**config.mk**
```make
export PLATFORM = sky130hd
export DESIGN_NAME = wb_port_arbiter
export DESIGN_NICKNAME = d
export VERILOG_FILES = /design/src/rtl/wb_port_arbiter.sv
export SDC_FILE = /design/constraint.sdc
export NUM_CORES = 1
export LEC_CHECK = 0
export BUFFER_PORTS_ARGS = -buffer_cell sky130_fd_sc_hd__buf_2
export CAP_MARGIN = 30
export CORE_MARGIN = 2
export CORE_UTILIZATION = 35
export CTS_CLUSTER_SIZE = 8
export DETAILED_ROUTE_END_ITERATION = 12
export GPL_ROUTABILITY_DRIVEN = 0
export PLACE_DENSITY = 0.82
export SYNTH_ARGS = -nofsm -noshare
export SYNTH_HDL_FRONTEND = slang
export SYNTH_SLANG_ARGS = --single-unit
```
**constraint.sdc**
```tcl
create_clock -name clk -period 4.7 [get_ports clk]
set_clock_uncertainty 0.2 [all_clocks]
set_input_delay 0.705 -clock clk [delete_from_list [all_inputs] [get_ports clk]]
set_output_delay 0.705 -clock clk [all_outputs]
set_load 0.01 [all_outputs]
```
**src/rtl/wb_port_arbiter.sv**
```systemverilog
// Register-file write-port arbiter for four writers (ALU, load unit, link writer, CP0 move).
// One winner is latched per transfer and presented with a valid/ready handshake; a write to
// register 0 is consumed without ever being presented.
// Build option: define WB_ARB_FIXED_PRIO_EN for fixed priority (req0 highest); default is
// round-robin.
module wb_port_arbiter #(
  parameter int unsigned ADDR_W = 5,
  parameter int unsigned DATA_W = 32
) (
  input  logic              clk,
  input  logic              rst_n,
  input  logic [3:0]        req,
  input  logic [ADDR_W-1:0] addr0,
  input  logic [ADDR_W-1:0] addr1,
  input  logic [ADDR_W-1:0] addr2,
  input  logic [ADDR_W-1:0] addr3,
  input  logic [DATA_W-1:0] data0,
  input  logic [DATA_W-1:0] data1,
  input  logic [DATA_W-1:0] data2,
  input  logic [DATA_W-1:0] data3,
  output logic [3:0]        ack,
  output logic [1:0]        mux_sel,
  output logic              wr_en,
  input  logic              wr_ready,
  output logic [ADDR_W-1:0] wr_addr,
  output logic [DATA_W-1:0] wr_data,
  output logic              busy
);

`ifdef WB_ARB_FIXED_PRIO_EN
  localparam logic RoundRobin = 1'b0;
`else
  localparam logic RoundRobin = 1'b1;
`endif

  typedef enum logic [0:0] {StIdle, StGrant} state_e;

  state_e            state_q;
  logic [1:0]        ptr_q;
  logic [1:0]        mux_sel_q;
  logic              wr_en_q;
  logic              busy_q;
  logic [ADDR_W-1:0] wr_addr_q;
  logic [DATA_W-1:0] wr_data_q;

  logic              accept;
  logic [3:0]        cand;
  logic [1:0]        arb_ptr;
  logic [7:0]        cand_dbl;
  logic [3:0]        rot;
  logic [1:0]        win_off;
  logic              win_found;
  logic [1:0]        win_idx;
  logic [ADDR_W-1:0] win_addr;
  logic [DATA_W-1:0] win_data;
  logic              load;
  logic              to_idle;

  // The latched write completes when the file takes it, or at once if it targets register 0.
  always_comb begin
    accept = (state_q == StGrant) && ((wr_en_q && wr_ready) || (wr_addr_q == '0));
    ack    = '0;
    if (accept) begin
      ack[mux_sel_q] = 1'b1;
    end
  end

  // Requests eligible this cycle and the rotation start point. In round-robin mode the requester
  // being acked is masked so its still-high req cannot win again; with fixed priority it stays
  // eligible, so a continuously requesting req0 keeps the port.
  always_comb begin
    cand    = req;
    arb_ptr = ptr_q;
    if (accept && RoundRobin) begin
      cand    = req & ~(4'b0001 << mux_sel_q);
      arb_ptr = mux_sel_q + 2'd1;
    end
  end

  // Rotate so the highest-priority index sits at bit 0, then take the first set bit.
  always_comb begin
    cand_dbl  = {cand, cand};
    rot       = cand_dbl[arb_ptr +: 4];
    win_found = |rot;
    if (rot[0]) begin
      win_off = 2'd0;
    end else if (rot[1]) begin
      win_off = 2'd1;
    end else if (rot[2]) begin
      win_off = 2'd2;
    end else begin
      win_off = 2'd3;
    end
    win_idx = arb_ptr + win_off;
  end

  // 4:1 address/data mux steered by the winning index.
  always_comb begin
    win_addr = addr0;
    win_data = data0;
    unique case (win_idx)
      2'd0: begin
        win_addr = addr0;
        win_data = data0;
      end
      2'd1: begin
        win_addr = addr1;
        win_data = data1;
      end
      2'd2: begin
        win_addr = addr2;
        win_data = data2;
      end
      2'd3: begin
        win_addr = addr3;
        win_data = data3;
      end
    endcase
  end

  // A new write is latched from IDLE or in the cycle the current one is accepted.
  always_comb begin
    load    = win_found && ((state_q == StIdle) || accept);
    to_idle = accept && !win_found;
  end

  // Arbiter FSM with registered outputs; reset drops any write in flight without an ack.
  always_ff @(posedge clk) begin
    if (!rst_n) begin
      state_q   <= StIdle;
      ptr_q     <= 2'd0;
      mux_sel_q <= 2'd0;
      wr_en_q   <= 1'b0;
      busy_q    <= 1'b0;
      wr_addr_q <= '0;
      wr_data_q <= '0;
    end else begin
      if (accept && RoundRobin) begin
        ptr_q <= mux_sel_q + 2'd1;
      end
      if (load) begin
        state_q   <= StGrant;
        mux_sel_q <= win_idx;
        wr_addr_q <= win_addr;
        wr_data_q <= win_data;
        wr_en_q   <= (win_addr != '0);
        busy_q    <= 1'b1;
      end else if (to_idle) begin
        state_q   <= StIdle;
        wr_addr_q <= '0;
        wr_data_q <= '0;
        wr_en_q   <= 1'b0;
        busy_q    <= 1'b0;
      end
    end
  end

  assign mux_sel = mux_sel_q;
  assign wr_en   = wr_en_q;
  assign wr_addr = wr_addr_q;
  assign wr_data = wr_data_q;
  assign busy    = busy_q;

endmodule

```
After elaboration in Yosys (flattened, before gate mapping)
Index checks and enable logic that the tools add are counted.
{"block": "op_classes", "add_sub_neg": 2, "n_lt_le_gt_ge": 2, "eq_ne": 3, "shifts": 2, "n_mux": 17, "bitwise": 3, "reduce_logical": 13}
{"op": "one-hot mux 32 bit (4 select lines)", "n": 1}
{"op": "two-way mux 32 bit", "n": 2}
{"op": "one-hot mux 5 bit (4 select lines)", "n": 1}
{"op": "two-way mux 5 bit", "n": 2}
{"op": "two-way mux 4 bit", "n": 2}
{"op": "variable part select 8 x 3 -> 4 bit", "n": 1}
{"op": "two-way mux 2 bit", "n": 3}
{"op": "logical AND 1 bit", "n": 5}
{"op": "zero test 5 bit", "n": 1}
{"op": "two-way mux 1 bit", "n": 5}
{"op": "nonzero test 5 bit", "n": 1}
{"op": "bitwise AND 4 bit", "n": 1}
{"op": "== test 2 bit, second input constant", "n": 2}
{"op": "NOT 4 bit", "n": 1}
{"op": "OR reduction 4 bit", "n": 1}
{"op": "left shift 1 x 2 -> 4 bit, first input constant", "n": 1}
{"op": "less-than comparator 2 x 3 -> 1 bit, second input constant", "n": 1}
{"op": "adder 2 x 1 -> 2 bit, second input constant", "n": 1}
{"op": "adder 2 bit", "n": 1}
{"op": "demux 1 bit (select 2 bit)", "n": 1}
{"op": "== test 2 x 1 -> 1 bit, second input constant", "n": 1}
{"op": "greater-or-equal comparator 2 x 1 -> 1 bit, second input constant", "n": 1}
{"op": "zero test 2 bit", "n": 1}
{"op": "logical OR 1 bit", "n": 2}
{"op": "3 further kinds", "n": 3}
{"block": "totals", "register_bits": 43, "inputBits": 155, "out_inout_bits": 45, "word_cells": 48}

Longest topological paths before layout
{"block": "logic_depth", "ltp_word": 13, "ltp_mapped": 13, "ltp_nobuf": 12}

Worst setup path before layout
Ideal clock, no wire load.
{"block": "synth_timing", "kind": "input port to flip-flop", "start": "input port wr_ready", "end": "register wr_data_q[10], in the netlist wr_data[10]", "setup_ns": 0.117, "arrival_time_ns": 3.622, "required_time_ns": 4.383, "slack_ns": 0.761, "stages": 11, "cell_sequence": "and3_1 -> a31o_1 -> buf_6 -> mux2_4 -> a32oi_1 -> o22ai_1 -> ha_1 -> clkbuf_1 -> clkbuf_1 -> mux4_1 -> a22o_1"}
{"block": "synth_via", "elab_chain_cells": 12, "elab_cells_between_ends": 22, "cone_classes": "add/sub: 1; eq/ne: 3; shift: 1; mux: 7; reduce/logical: 10"}
{"element": "start: declaration", "line_no": "24", "text": "input logic wr_ready,"}
{"element": "logical AND 1 bit *", "line_no": "61", "text": "accept = (state_q == StGrant) && ((wr_en_q && wr_ready) || (wr_addr_q == '0));"}
{"element": "logical OR 1 bit *", "line_no": "61"}
{"element": "logical AND 1 bit *", "line_no": "61"}
{"element": "two-way mux 4 bit or two-way mux 2 bit (tied branches)"}
{"element": "variable part select 8 x 3 -> 4 bit", "line_no": "83", "text": "rot = cand_dbl[arb_ptr +: 4];"}
{"element": "two-way mux 1 bit", "line_no": "89", "text": "end else if (rot[2]) begin"}
{"element": "two-way mux 2 bit", "line_no": "87", "text": "end else if (rot[1]) begin"}
{"element": "two-way mux 2 bit", "line_no": "85", "text": "if (rot[0]) begin"}
{"element": "adder 2 bit *", "line_no": "94", "text": "win_idx = arb_ptr + win_off;"}
{"element": "via win_idx[0]", "line_no": "53", "text": "logic [1:0] win_idx;"}
{"element": "== test 2 bit (tied with other cells)", "line_no": "101", "text": "unique case (win_idx)"}
{"element": "one-hot mux 32 bit (4 select lines) *", "line_no": "101"}
{"element": "two-way mux 32 bit *", "line_no": "141", "text": "if (load) begin"}
{"element": "end signal: assignment", "line_no": "145", "text": "wr_data_q <= win_data;"}
{"element": "end: declaration", "line_no": "44", "text": "logic [DATA_W-1:0] wr_data_q;"}
The timed path passes the listed nets; every way through them passes the cells marked *.
A chain may end at the register's enable or synchronous reset.

==> summary.txt <==
Floorplan
  – Initial Util: 0.356
  – Die area: 9020 sq um
  – Row Count: 33
  – Die Y-Extent: 95.0 um
  – Core ar.: 8130 sq um
  – DIE WIDTH: 95.0 um
  – Number of I/O pins: 200

Worst hold path
  – Min-Delay Endpoint: wr_data[5]
  – Worst hold path class: reg -> reg
  – Worst Hold Depth: 1
  – HP Start: wr_data[5]

Critical path
  – Crit path DAT: 3.85 ns
  – Delay-heaviest family, CP: compound AO/OA/AOI/OAI gates
  – Crit path max-delay cell type: dfxtp_1
  – Slowest stage delay, CP: 0.59 ns
  – Flop-to-flop setup slack: 0.84 ns
  – R2r endpoint: wr_data[28]
  – Crit end category: register
  – Crit Path Category: reg -> reg
  – CP Data Required Time: 4.69 ns
  – R2r worst-path depth: 11
  – Critical path origin: busy
  – Buf/Inv on CP: 1
  – Critical path startpoint category: register
  – CP Max Fanout: 22
  – Reg-to-reg startpoint: busy
  – Crit-path cells: and3_1 -> a31o_1 -> mux2_4 -> o211ai_1 -> a32oi_1 -> o22ai_1 -> ha_2 -> xor2_4 -> buf_4 -> mux4_1 -> a22o_1

Drt
  – Drt first-iter violations: 79
  – DRT antenna net count: 0
  – TritonRoute pass-1 iters: 4
  – Final WL: 8550 um
  – DR vias/cell: 5.42
  – Vias: 2787
  – DRC: 0
  – WL/cell: 16.6 um

Power
  – Leakage: 0.00201 uW
  – Power density over the cells: 698 nW/um^2
  – Max VDD drop: 0.319 mV

STA
  – Final min period: 3.86 ns
  – Slew HR: 0.572
  – Final hold vios: 0
  – F_max: 259 MHz
  – Worst Tran Pin Value: 0.642 ns
  – Setup TNS: 0 ns
  – RSZ-0062 raised after global routing: no
  – Final setup viols: 0
  – Final Max Tran Viols: 0
  – Fin crit share: 0.821

Cells and area
  – Antenna Cells: 0
  – Finished Layout Cells: 514
  – Area Overhead vs Synth: 39.1%
  – Post-layout nets: 569
  – Commonest non-fill, non-tap cells in the layout: buf_2, dfxtp_1, mux4_1
  – Share of cells above drive strength 1: 0.553
  – Commonest non-fill, non-tap cell in the layout: buf_2

Placement
  – Input/output buffers: 199
  – Post-detail-place hpwl: 7040 um
  – Placed Cells: 507

Yosys
  – Post-synthesis async set-or-reset flop share: 0
  – Syn avg cell area: 13.2 sq um
  – Mapped cell area: 2900 sq um
  – Top cells by area, synth: mux4_1, dfxtp_1, a22o_1
  – Post-synthesis net count: 379
  – Seq/Total Area, Yosys: 0.297
  – Cells after synthesis: 219
  – Unique cell type count in the Yosys netlist: 44
  – Synth top area share: 0.336
  – EDFF count, synth: 0
  – Largest area contributor in the netlist: mux4_1
  – Synthesis-stage register bit count: 43
  – Ys flop type: dfxtp_1
  – Synth warn: 0

GRT
  – Met2 GRT Util: 0.350
  – GR Overflow Total: 0
  – Initial antenna violation count: 0
  – Largest net degree at the start of global routing: 24
  – Met3 Track Usage GR: 0.0311
  – Met1 usage: 0.210
  – Vias in the first global route: 2732
  – Global-route wire length before repair: 12700 um
  – Total Routing Usage GR: 0.184
  – GRT busiest layer: met2

Clocking
  – Total CTS buffers: 5
  – CTS sink cnt: 43
  – H-Tree Depth: 2
  – CTS Root Cell: clkbuf_8
  – CTS max path bufs: 2
  – CTS Hold Buffers Added: 0
  – Setup repair bufs after CTS: 0
  – Clk_lat worst skew: 0.29 ns
  – PostCTS Resize Cnt: 0
  – Reg clk slew, reported paths: 0.08 ns
  – CTS tree: yes

Run
  – Number of max-cap violations: 0

Status
  – Outcome: completed
## layout make-up
class,count,area (sq um)
sequential,43,861
timing repair buffer,203,1040
clock buffer,6,82.6
fill,736,4110
multi-input combinational,153,1900
tap,105,131
inverter,3,11.3
clock inverter,1,5.00
## per-layer routing
layer	wire [um]	share of wire
met3	577	0.068
met1	3280	0.38
met5	0	0
met4	170	0.020
met2	4510	0.53
## power by group
group / leakage [uW] / total (uW) / internal (uW) / switching [uW]
logic: 0.00161 / 1990 / 1090 / 894
clock network: 0.0000470 / 236 / 115 / 120
registers: 0.000356 / 588 / 501 / 87.1
total: 0.00201 / 2810 / 1710 / 1100
## worst max-delay path by stage
stage,end,slack [ns],depth (start not counted)
after CTS,wr_data[28],0.82,11
after global routing,wr_data[26],0.59,11
final,wr_data[28],0.84,11
after detailed placement,wr_data[2],0.60,12
after global placement,wr_data[28],0.71,12
after floorplan,wr_data[10],0.76,11
## logic make-up after synthesis
| kind of cell | count (synthesis) | share of synthesized area |
|---|---|---|
| DFF | 43 | 0.297 |
| and+or+nand+nor | 44 | 0.0769 |
| AOI/OAI and AO/OA | 63 | 0.199 |
| xor gates and xnor gates | 1 | 0.00302 |
| buffers and inverters | 23 | 0.0544 |
| adders and majority gates | 5 | 0.0216 |
| muxes | 40 | 0.348 |
## Yosys cell counts, types with 2 or more instances
cell type  number
nand4_1         3
and3_1          2
and2_1          5
buf_2           6
inv_1           3
dfxtp_1        43
a22oi_1         2
o311ai_4        2
a31oi_1         2
o21ai_0         3
nor2_1          4
a21boi_1        4
nand2_1        18
nand3_1         7
clkbuf_1        8
buf_6           2
a21boi_2        4
ha_1            5
buf_12          3
mux4_1         37
a22o_1         32
o21ai_1         2
## state kept, by name, summed over array words and instances (netlist names)
signal / count
mux_sel: 2
wr_addr: 5
wr_data: 32
wr_en: 1
ptr_q: 2
busy: 1
## worst register-to-register path, stage by stage (launching register included)
cell	delay (ns)
dfxtp_1	0.59
and3_1	0.26
a31o_1	0.28
mux2_4	0.35
o211ai_1	0.17
a32oi_1	0.09
o22ai_1	0.18
ha_2	0.26
xor2_4	0.47
buf_4	0.37
mux4_1	0.35
a22o_1	0.19
## per-stage QoR
step	worst slack (ns)	power, uW	cell area, sq um	utilization	hold slack (ns)
CTS	0.818	2840	4030	0.495	0.277
finish	0.839	2810	4030	0.495	0.278
floorplan	0.761	2240	2900	-	0.311
global placement	0.709	2530	3940	0.485	0.256
detailed placement	0.598	2600	3940	0.485	0.257
global route	0.592	3000	4030	0.495	0.293
(Power assumes the default switching activity.)
